<file path="config.mk">
export PLATFORM = sky130hd
export DESIGN_NAME = lpcu_opcode_issuer
export DESIGN_NICKNAME = d
export VERILOG_FILES = /design/src/rtl/lpcu_pkg.sv /design/src/rtl/lpcu_issue_fifo.sv /design/src/rtl/lpcu_opcode_issuer.sv
export SDC_FILE = /design/constraint.sdc
export NUM_CORES = 1
export LEC_CHECK = 0
export ABC_AREA = 1
export CAP_MARGIN = 20
export CORE_ASPECT_RATIO = 0.7
export CORE_MARGIN = 3
export CORE_UTILIZATION = 51
export CTS_CLUSTER_SIZE = 25
export DETAILED_ROUTE_END_ITERATION = 6
export HOLD_SLACK_MARGIN = 0.08
export PLACE_DENSITY = 0.87
export SYNTH_ARGS = -nofsm -noshare
export SYNTH_HDL_FRONTEND = slang
export SYNTH_SLANG_ARGS = --single-unit
</file>
<file path="constraint.sdc">
create_clock -name clk -period 2.35 [get_ports clk]
set_input_delay 0.5875 -clock clk [delete_from_list [all_inputs] [get_ports clk]]
set_output_delay 0.5875 -clock clk [all_outputs]
set_load 0.02 [all_outputs]
</file>
<file path="src/rtl/lpcu_pkg.sv">
// Shared definitions for the low-power control unit issue path: opcodes,
// issue FSM states and control-flow classification.
package lpcu_pkg;

  localparam int unsigned OPCODE_W = 4;

  localparam logic [OPCODE_W-1:0] OP_NOP    = 4'b0000;
  localparam logic [OPCODE_W-1:0] OP_ADD    = 4'b0001;
  localparam logic [OPCODE_W-1:0] OP_SUB    = 4'b0010;
  localparam logic [OPCODE_W-1:0] OP_AND    = 4'b0011;
  localparam logic [OPCODE_W-1:0] OP_OR     = 4'b0100;
  localparam logic [OPCODE_W-1:0] OP_XOR    = 4'b0101;
  localparam logic [OPCODE_W-1:0] OP_LOAD   = 4'b0110;
  localparam logic [OPCODE_W-1:0] OP_STORE  = 4'b0111;
  localparam logic [OPCODE_W-1:0] OP_BRANCH = 4'b1000;
  localparam logic [OPCODE_W-1:0] OP_JUMP   = 4'b1001;
  localparam logic [OPCODE_W-1:0] OP_SLL    = 4'b1010;
  localparam logic [OPCODE_W-1:0] OP_SRL    = 4'b1011;

  typedef enum logic [1:0] {
    S_IDLE,
    S_ISSUE,
    S_HAZARD
  } issue_state_t;

  function automatic logic is_ctrl_flow(input logic [OPCODE_W-1:0] op);
    return (op == OP_BRANCH) || (op == OP_JUMP);
  endfunction

  // Opcodes 1100-1111 are unassigned.
  function automatic logic is_illegal(input logic [OPCODE_W-1:0] op);
    return op[OPCODE_W-1 -: 2] == 2'b11;
  endfunction

endpackage

</file>
<file path="src/rtl/lpcu_issue_fifo.sv">
// Small synchronous FIFO buffering opcodes between fetch and issue.
// Wrap-around pointers plus an explicit occupancy count.
module lpcu_issue_fifo #(
  parameter int unsigned DEPTH = 4,
  parameter int unsigned W     = 4
) (
  input  logic                     clk,
  input  logic                     rst,
  input  logic                     push,
  input  logic                     pop,
  input  logic                     flush,
  input  logic [W-1:0]             wdata,
  output logic [W-1:0]             rdata,
  output logic [$clog2(DEPTH):0]   count
);

  localparam int unsigned AW = $clog2(DEPTH);
  localparam int unsigned CW = AW + 1;

  logic [W-1:0]  mem [DEPTH];
  logic [AW-1:0] wr_ptr;
  logic [AW-1:0] rd_ptr;
  logic          do_push;
  logic          do_pop;

  assign do_push = push && !flush && (count != CW'(DEPTH));
  assign do_pop  = pop  && !flush && (count != '0);
  assign rdata   = mem[rd_ptr];

  // Storage carries no reset; only pointers and count define validity.
  always_ff @(posedge clk) begin
    if (do_push) mem[wr_ptr] <= wdata;
  end

  always_ff @(posedge clk) begin
    if (rst || flush) begin
      wr_ptr <= '0;
      rd_ptr <= '0;
      count  <= '0;
    end else begin
      if (do_push) wr_ptr <= wr_ptr + AW'(1);
      if (do_pop)  rd_ptr <= rd_ptr + AW'(1);
      case ({do_push, do_pop})
        2'b10:   count <= count + CW'(1);
        2'b01:   count <= count - CW'(1);
        default: ;
      endcase
    end
  end

endmodule

</file>
<file path="src/rtl/lpcu_opcode_issuer.sv">
// Issue stage: buffers fetched words and presents one opcode per cycle to the
// control unit, inserting bubbles after BRANCH/JUMP. Define LPCU_ILLEGAL_FILTER_EN
// to drop opcodes 1100-1111 at the FIFO input instead of issuing them.
module lpcu_opcode_issuer
  import lpcu_pkg::*;
#(
  parameter int unsigned DEPTH   = 4,
  parameter int unsigned INSTR_W = 16,
  parameter int unsigned BUBBLES = 2
) (
  input  logic                     clk,
  input  logic                     rst,
  input  logic                     in_valid,
  output logic                     in_ready,
  input  logic [INSTR_W-1:0]       in_instr,
  input  logic                     stall,
  input  logic                     flush,
  output logic [3:0]               opcode,
  output logic                     valid,
  output logic [$clog2(DEPTH):0]   fifo_count,
  output logic                     illegal_seen
);

  localparam int unsigned CW    = $clog2(DEPTH) + 1;
  localparam int unsigned CNT_W = $clog2(BUBBLES + 1);

  issue_state_t        state;
  logic [CNT_W-1:0]    bub_cnt;
  logic [OPCODE_W-1:0] in_op;
  logic [OPCODE_W-1:0] head_op;
  logic                accept;
  logic                store;
  logic                pop;
  logic                unused_operand_bits;

  assign in_op               = in_instr[INSTR_W-1 -: OPCODE_W];
  assign unused_operand_bits = ^in_instr[INSTR_W-OPCODE_W-1:0];
  assign in_ready            = (fifo_count != CW'(DEPTH));
  assign accept              = in_valid && in_ready;

`ifdef LPCU_ILLEGAL_FILTER_EN
  assign store = accept && !is_illegal(in_op);
`else
  assign store = accept;
`endif

  assign pop = (state == S_ISSUE) && !stall && !flush && (fifo_count != '0);

  lpcu_issue_fifo #(
    .DEPTH (DEPTH),
    .W     (OPCODE_W)
  ) u_fifo (
    .clk   (clk),
    .rst   (rst),
    .push  (store),
    .pop   (pop),
    .flush (flush),
    .wdata (in_op),
    .rdata (head_op),
    .count (fifo_count)
  );

  // Issue FSM; opcode only updates on a pop so the decoder input stays quiet.
  always_ff @(posedge clk) begin
    if (rst) begin
      state        <= S_IDLE;
      bub_cnt      <= '0;
      valid        <= 1'b0;
      opcode       <= '0;
      illegal_seen <= 1'b0;
    end else begin
      valid <= 1'b0;
      if (accept && is_illegal(in_op)) illegal_seen <= 1'b1;

      if (flush) begin
        state   <= S_IDLE;
        bub_cnt <= '0;
      end else begin
        case (state)
          S_IDLE: begin
            if (store) state <= S_ISSUE;
          end
          S_ISSUE: begin
            if (pop) begin
              valid  <= 1'b1;
              opcode <= head_op;
              if (is_ctrl_flow(head_op)) begin
                state   <= S_HAZARD;
                bub_cnt <= CNT_W'(BUBBLES);
              end else if (fifo_count == CW'(1) && !store) begin
                state <= S_IDLE;
              end
            end else if (fifo_count == '0 && !store) begin
              state <= S_IDLE;
            end
          end
          S_HAZARD: begin
            // Countdown ignores stall so the bubble window is fixed.
            bub_cnt <= bub_cnt - CNT_W'(1);
            if (bub_cnt == CNT_W'(1)) begin
              state <= (fifo_count != '0 || store) ? S_ISSUE : S_IDLE;
            end
          end
          default: state <= S_IDLE;
        endcase
      end
    end
  end

endmodule

</file>
After elaboration in Yosys (flattened, before gate mapping)
Memory sizes are Yosys's and may differ from the RTL's. A register that Yosys moved wholly into a read port is not among the register bits.
Index checks and enable logic that the tools add are counted.
{"block": "word_totals", "mem_bits_rw": 16, "regBits": 17, "memories": 1, "output_inout_bits": 10, "wordCells": 76}
{"memory": "u_fifo.mem", "words": 4, "width": 4, "read_ports": 1, "rd_clocked_by_memory_dff": 1, "write_ports": 1, "line": "lpcu_issue_fifo.sv:20", "source": "logic [W-1:0] mem [DEPTH];"}
{"block": "classes", "n_reduce_logical": 27, "muxes": 17, "n_eq_ne": 16, "bitwise": 2, "n_addsub": 5}
{"operator": "2-bit 2-to-1 mux", "n": 10}
{"operator": "1-bit logical AND", "n": 11}
{"operator": "4-bit == test, second input constant", "n": 2}
{"operator": "2-bit by 1-bit == test with 1-bit output, second input constant", "n": 3}
{"operator": "2-bit == test, second input constant", "n": 3}
{"operator": "2-bit case mux with 3 select lines", "n": 1}
{"operator": "3-bit case mux with 2 select lines", "n": 1}
{"operator": "3-bit AND reduction", "n": 2}
{"operator": "2-bit by 1-bit adder with 2-bit output, second input constant", "n": 2}
{"operator": "1-bit 2-to-1 mux", "n": 4}
{"operator": "2-bit by 1-bit != test with 1-bit output, second input constant", "n": 2}
{"operator": "2-bit != test, second input constant", "n": 2}
{"operator": "4-bit != test, second input constant", "n": 1}
{"operator": "2-bit case mux with 2 select lines", "n": 1}
{"operator": "4-bit AND reduction", "n": 1}
{"operator": "2-bit nonzero test", "n": 2}
{"operator": "3-bit by 1-bit adder with 3-bit output, second input constant", "n": 1}
{"operator": "3-bit by 1-bit == test with 1-bit output, second input constant", "n": 1}
{"operator": "1-bit zero test", "n": 3}
{"operator": "3-bit zero test", "n": 1}
{"operator": "1-bit logical OR", "n": 3}
{"operator": "3-bit by 1-bit != test with 1-bit output, second input constant", "n": 1}
{"operator": "3-bit != test, second input constant", "n": 1}
{"operator": "3-bit nonzero test", "n": 1}
{"operator": "6 further kinds", "n": 7}

Depth between registers and ports, before layout
{"block": "logic_depth", "word_depth": 8, "depth_mapped": 12}

Cells and area by module
Synthesis repeated with hierarchy kept, for this count alone.
{"block": "unflattened", "hier_cells": 193, "hier_area_um2": 1645.3}
{"mod": "lpcu_issue_fifo", "n_inst": 1, "area_per_inst_um2": 1104.8, "cells_each": 112}
{"mod": "lpcu_opcode_issuer", "n_inst": 1, "area_per_inst_um2": 540.5, "cells_each": 81}

Least setup slack after synthesis
Ideal clock, no wire load.
{"block": "synth_path", "kind": "register -> register", "from": "register u_fifo.count[0]", "to": "register u_fifo.count[2]", "arrival_ns": 1.984, "setup_ns": 0.122, "path_slack_ns": 0.244, "t_required_ns": 2.228, "path_buffers": 0, "path_stages_with_launch": 12, "cell_sequence": "dfxtp_1 -> inv_1 -> ha_1 -> nand2_1 -> nand2_1 -> inv_2 -> nand2_2 -> ha_1 -> nor2_1 -> o21ai_0 -> o21ai_0 -> a21oi_1"}
{"block": "synth_via", "elab_chain_cells": 6, "elab_cells_between_ends": 14, "classes_between": "add/sub: 2; eq/ne: 3; mux: 1; reduce/logical: 8"}
{"item": "start, declared", "line": "lpcu_issue_fifo.sv:14", "source": "output logic [$clog2(DEPTH):0] count"}
{"item": "start signal, assigned", "line": "lpcu_issue_fifo.sv:44", "source": "2'b10: count <= count + CW'(1);"}
{"item": "start signal, assigned", "line": "lpcu_issue_fifo.sv:45", "source": "2'b01: count <= count - CW'(1);"}
{"item": "3-bit != test (*)", "line": "lpcu_opcode_issuer.sv:38", "source": "assign in_ready = (fifo_count != CW'(DEPTH));"}
{"item": "named net in_ready", "line": "lpcu_opcode_issuer.sv:14", "source": "output logic in_ready,"}
{"item": "1-bit logical AND", "line": "lpcu_opcode_issuer.sv:39", "source": "assign accept = in_valid && in_ready;"}
{"item": "1-bit logical AND", "line": "lpcu_issue_fifo.sv:26", "source": "assign do_push = push && !flush && (count != CW'(DEPTH));"}
{"item": "1-bit logical AND (*)", "line": "lpcu_issue_fifo.sv:26"}
{"item": "2-bit by 1-bit == test with 1-bit output or 2-bit == test (tied branches)", "line": "lpcu_issue_fifo.sv:43", "source": "case ({do_push, do_pop})"}
{"item": "3-bit case mux with 2 select lines or 2-bit nonzero test (tied branches)"}
Mark *: on every way through the listed nets, which the timed path passes. The rest lies on a longest branch.
A chain may end at the register's enable or synchronous reset.

Worst setup path in the final report
{"block": "layout_path", "from": "register u_fifo.count[1]", "to": "output in_ready"}
{"block": "layout_via", "elab_chain_cells": 1}
{"item": "3-bit != test", "line": "lpcu_opcode_issuer.sv:38"}
{"item": "end, declared", "line": "lpcu_opcode_issuer.sv:14"}
No other way between the ends.

==> impl_results.md <==
* Critical-path top delay cell: clkdlybuf4s50_1
* Die Ht at 53.5 um
* Antenna Nets Post-Route at 0
* Global-route wire length before repair at 5190 um
* Hold_buf cts at 0
* Setup TNS at 0 ns
* Worst VDD drop at approximately 0.39 mV
* DIE AREA at around 3900 um^2
* DR iter-0 viols at 67
* Min-Delay Path Class: reg -> reg
* I/O Pins at 31
* H-tree levels at 2
* Postcts setup bufs at 0
* Worst Clk Skew at roughly 0.0064 ns
* Status: completed
* CP endpoint kind: output pin
* Vias in the first global route at approximately 1200
* Clk_lat worst skew at ~0.29 ns
* CP max stage delay at ~0.60 ns
* Hold Crit Endpoint: bub_cnt[0]
* Combinational family with the most area after synthesis: simple AND/OR/NAND/NOR gates
* Synth Area in Simple Gates at 0.224
* Core area at 2920 um^2
* Total CTS buffers at 5
* Total track usage at 0.182
* Mapped cell area at between 1500 and 2000 um^2
* Cell Chain, Critical Path: inv_1 -> ha_1 -> nand2_1 -> clkdlybuf4s50_1
* Via Count at around 1200
* CTS Sinks at 35
* Max cap viols at 0
* Critical R2R Launch: u_fifo.count[1]
* Number of port buffers at 18
* Cts repair resizes at 0
* Congestion Overflow GR at 0
* Clk slew on worst S/H paths at 0.07 ns
* Final std cells w/o fill at about 240
* Root Buffer: clkbuf_8
* Detail Placement HPWL at about 2300 um
* PwrDens at between 600 and 700 nW/um^2
* Initial Util at 0.561
* Fillers at 228
* Critical path type: reg -> out
* Remaining DRCs at 0
* Sequential area share after synthesis at 0.525
* Critical Path RT at approximately 1.8 ns
* Floorplan row count at 16
* Placed Instances at 236
* Tightest Pin Transition at 0.483 ns
* Hold path start: bub_cnt[0]
* Xor/xnor share of the synthesized area at 0.0160
* Max Clock Freq at between 400 and 500 MHz
* Total Nets Final at about 240
* Register-to-register setup slack at 0.56 ns
* Minimum clock period at around 2.2 ns
* Final Wtd Congestion at 0.796
* Ys flop type: dfxtp_1
* Final Hold Viols at 0
* Final period util at 0.943
* Unrepaired setup endpoints after global routing: no
* Compound-Gate Fraction of Synth Area at 0.0778
* Die width at around 74 um
* Critical path peak fanout at 4
* Syn Nets at ~210
* Routed wire length at around 3100 um
* Wirelength per Cell at between 10 and 15 um
* Slew Viols, Final at 0
* Layout cell share with drive strength beyond 1 at 0.154
* Synthesized instance count at between 150 and 200
* Critical path arrival at approximately 1.6 ns
* Worst Hold Depth at 1
* Vias per cell at around 5.0
* Syn Area/Cell at 9.22 um^2
* EDFF count, synth at 16
* Netlist cell types at 25
* FFs w/ async S/R, synth at 0
* Crit start category: flop
* R2R depth at 10
* Max-slew headroom at 0.677
* Number of synthesized register bits at 35
* Largest net degree at the start of global routing at 11
* Ys Warns at 0
* Area grow syn2layout at 21.4%
* Ant diodes at 0
* CTS tree: done
* Mux contribution to synthesized area at 0
* Setup Viol. Count Final at 0
* Clk buf depth at 2
* Synth Area in Adders at 0.0763
* Leakage at between 0.8 and 0.9 nW
* First-pass iteration count of the detailed router at 4
* Initial antenna violation count at 0
* R2r endpoint: u_fifo.count[2]
cell usage after synthesis, types with 4 or more instances:
master    instances  area (um^2)
nand2_1          29          109
nor2_1           24         90.1
inv_1            21         78.8
dfxtp_1          19          380
edfxtp_1         16          480
ha_1             10          125
nand3_1          10         50.1
a21oi_1           9         45.0
o21ai_0           8         40.0
inv_2             6         22.5
o21ai_1           6         30.0
nand2_2           4         25.0
final cells by class:
cell class	instances	area [um^2]	share of cell area
well taps	36	45.0	0.0226
flip-flops and latches	35	861	0.432
multi-input cells	113	647	0.325
inverters	29	121	0.0609
repair buffers	23	218	0.109
clock buffers	8	100	0.0503
layout by cell type (no fill, tap or decap), drive strengths merged:
| master | instances |
|---|---|
| nand3 | 12 |
| inv | 28 |
| o21ai | 14 |
| xnor2 | 1 |
| dfxtp | 19 |
| nor2 | 27 |
| edfxtp | 16 |
| a21oi | 9 |
| nand2 | 34 |
| clkbuf | 8 |
| xor2 | 2 |
| buf | 5 |
| o22ai | 1 |
| a31oi | 1 |
| clkdlybuf4s50 | 18 |
| nand4 | 2 |
| clkinv | 1 |
| ha | 10 |
critical path, delay by kind of cell, from the launching register on:
family / cells / cell delay [ns]
adders and majority gates: 1 / 0.21
buffers and inverters: 2 / 0.69
DFF: 1 / 0.35
and+or+nand+nor: 1 / 0.09
report_power, final:
group	total, W	leakage [nW]	internal [W]	switching [W]
Sequential	0.000652	0.299	0.000647	0.00000501
Combinational	0.0000878	0.487	0.0000379	0.0000499
Clock	0.000470	0.0515	0.000267	0.000202
how the worst max path moves through the flow:
| stage | startpoint | to | cells after the start |
|---|---|---|---|
| after floorplan | u_fifo.count[0] | u_fifo.count[2] | 11 |
| after global placement | flush | u_fifo.count[2] | 9 |
| after detailed placement | flush | u_fifo.count[2] | 9 |
| after CTS | u_fifo.count[1] | in_ready | 4 |
| after global routing | u_fifo.count[1] | in_ready | 4 |
| final | u_fifo.count[1] | in_ready | 4 |
flip-flops by register name, indices dropped and copies added, names as in the netlist, named ones only:
register / flops
illegal_seen: 1
u_fifo.rd_ptr: 2
u_fifo.wr_ptr: 2
valid: 1
u_fifo.mem: 16
opcode: 4
state: 2
u_fifo.count: 3
bub_cnt: 2
per-layer routing:
| metal | vias up | global-route usage | wire [um] |
|---|---|---|---|
| met4 | 0 | 0.0723 | 31 |
| met3 | 4 | 0.0512 | 126 |
| met5 | - | 0 | 0 |
| met1 | 555 | 0.227 | 1500 |
| met2 | 21 | 0.297 | 1410 |
| li1 | 633 | - | - |
cell families (layout without fill, tap and decap cells):
group,Yosys count,count (layout)
AO/OA/AOI/OAI,25,25
XOR/XNOR,3,3
adder cells (fa/ha/maj),10,10
buffers and inverters,30,60
flip-flops,35,35
AND/OR/NAND/NOR,75,75
through the flow:
step / total power, W / cell area, um^2 / worst slack, ns / util / hold WS [ns]
floorplan: 0.000712 / 1640 / 0.244 / - / 0.432
global placement: 0.000749 / 1890 / 0.141 / 0.647 / 0.455
detailed placement: 0.000752 / 1890 / 0.107 / 0.647 / 0.453
CTS: 0.00122 / 1990 / 0.108 / 0.682 / 0.465
global route: 0.00125 / 1990 / 0.0328 / 0.682 / 0.493
finish: 0.00121 / 1990 / 0.134 / 0.682 / 0.461
Note: power is estimated with default switching activity, not from simulation.
==> patch, RTL diff (same settings) <==
`DEPTH` is set to 4 in 2 places; all go to 8.
--- a/src/rtl/lpcu_issue_fifo.sv
+++ b/src/rtl/lpcu_issue_fifo.sv
@@ -3,3 +3,3 @@
 module lpcu_issue_fifo #(
-  parameter int unsigned DEPTH = 4,
+  parameter int unsigned DEPTH = 8,
   parameter int unsigned W     = 4
--- a/src/rtl/lpcu_opcode_issuer.sv
+++ b/src/rtl/lpcu_opcode_issuer.sv
@@ -6,3 +6,3 @@
 #(
-  parameter int unsigned DEPTH   = 4,
+  parameter int unsigned DEPTH   = 8,
   parameter int unsigned INSTR_W = 16,
Interface: changed (resized fifo_count); port bits go from 31 to 32. The function was not compared with the original's and may differ.
==> patch against the unedited design <==
Sequential cell count grew 20. Power up 39%. Combinational power rose by 11%. Sequential share of layout area is 6.5 points higher. Register-to-register slack lost 210 ps. Fmax increased by 5.2%. Synthesized area rose by 50%. Critical endpoint unchanged. Routed wire length grew 58%. Count of clock-buffer cells in the layout is 1 lower. Synthesized cell count rose by 48%. Setup slack better by 110 ps. Design area rose by 43%.
==> patch: results (changes against the unedited design) <==
Yosys
  • Post-Synthesis Cells: 264 (+48%)
  • Seq/Total Area, Yosys: 0.579 (+0.0545)
  • Largest cells by area after synthesis: edfxtp_1, dfxtp_1, nand2_1
  • Post-Synth XOR/XNOR Area: 0.00357 (-0.0124)
  • EDFF count, synth: 32 (+16)
  • Unique cell type count in the Yosys netlist: 30 (+20%)
  • Top post-synthesis cells by count: nand2_1, inv_1, edfxtp_1
  • Synthesized Nets: 292 (+40%)

Critical path
  • Worst Setup SP: u_fifo.count[0]$_SDFFE_PP0P_
  • Top fanout value on the critical path: 5 (+1)
  • Worst EP arrival: 1520 ps (-110 ps)
  • CP max stage cell: dfxtp_1

Power
  • Max VDD drop: 0.327 mV (-16%)

GRT
  • Largest net degree at the start of global routing: 17 (+6)
  • First-pass GRT wire length: 8.25 mm (+59%)
  • Overall Global Routing Usage: 0.191 (+0.00948)
  • Vias in the first global route: 1787 (+53%)

Timing
  • Max-slew headroom: 0.582 (-0.0948)
  • Setup Skew: 9.17 ps (+2.79 ps)

Route
  • Via/cell ratio: 5.15 (+3.5%)
  • WL/cell: 13.7 um (+9.0%)
  • Drt first-iter violations: 173 (+160%)

Layout
  • Final #Nets: 326 (+37%)
  • Share of cells above drive strength 1: 0.127 (-0.0268)
  • Regs by FF count: u_fifo.mem (32), opcode (4), u_fifo.count (4)

Placement
  • Gp weighted congestion: 0.826 (+3.7%)
  • Port Buffers: 19 (+1)
  • Placed Cells: 346 (+47%)

Min path
  • HP Start: u_fifo.rd_ptr[2]$_SDFFE_PP0N_

CTS
  • Clock transition at path regs: 90 ps (+20 ps)

Outcome
  • Status: completed
==> patch: cell types whose count changed after synthesis, sizes merged, moves of 3 or more <==
cell and change:
o21ai +8, nand3 +7, ha -3, a21oi +9, inv +15, buf +5, nand2 +22, edfxtp +16
dfxtp +4
==> patch: report_power, final <==
| group | total [mW] | switching, mW | internal, mW |
|---|---|---|---|
| combinational | 0.0976 | 0.0561 | 0.0415 |
| sequential | 1.03 | 0.00507 | 1.03 |
| clock | 0.553 | 0.284 | 0.269 |
==> patch: layout make-up <==
class                      count  area, um^2
fill                         363        1620
tap                           55        68.8
clock buffer                   7        96.3
multi-input combinational    159         796
inverter                      44         174
sequential                    55        1420
clock inverter                 1        6.26
timing repair buffer          33         294
==> patch: metrics by stage <==
stage | cell area [um^2] | setup slack [ps]
after detailed placement | 2760 | 7.95
after floorplan | 2450 | 175
final | 2860 | 244
after CTS | 2860 | 240
after global placement | 2760 | 38.6
after global routing | 2860 | 121
==> patch: final timing paths <==
kind | depth (start not counted) | to | slack (ps)
hold reg to reg | 1 | register | 450
setup reg to reg | 11 | u_fifo.count[2]$_SDFFE_PP0P_ | 350
setup / recovery | 4 | in_ready | 240
hold / removal | 1 | register | 450
==> patch: kinds of logic after synthesis <==
family,Yosys count
compound gates,45
xor+xnor,1
fa+ha+maj,7
buf+inv,50
flops,55
simple gates,106
==> patch: timing repair <==
action / CTS / global route
resized for setup: 1 / 0
setup buffers: 0 / 0
endpoints found under the setup margin: 1 / 0
==> patch: per-layer routing <==
metal	wire length [um]	global-route usage
met1	2320	0.274
met2	2260	0.295
met3	212	0.0374
met4	46	0.0566
met5	0	0
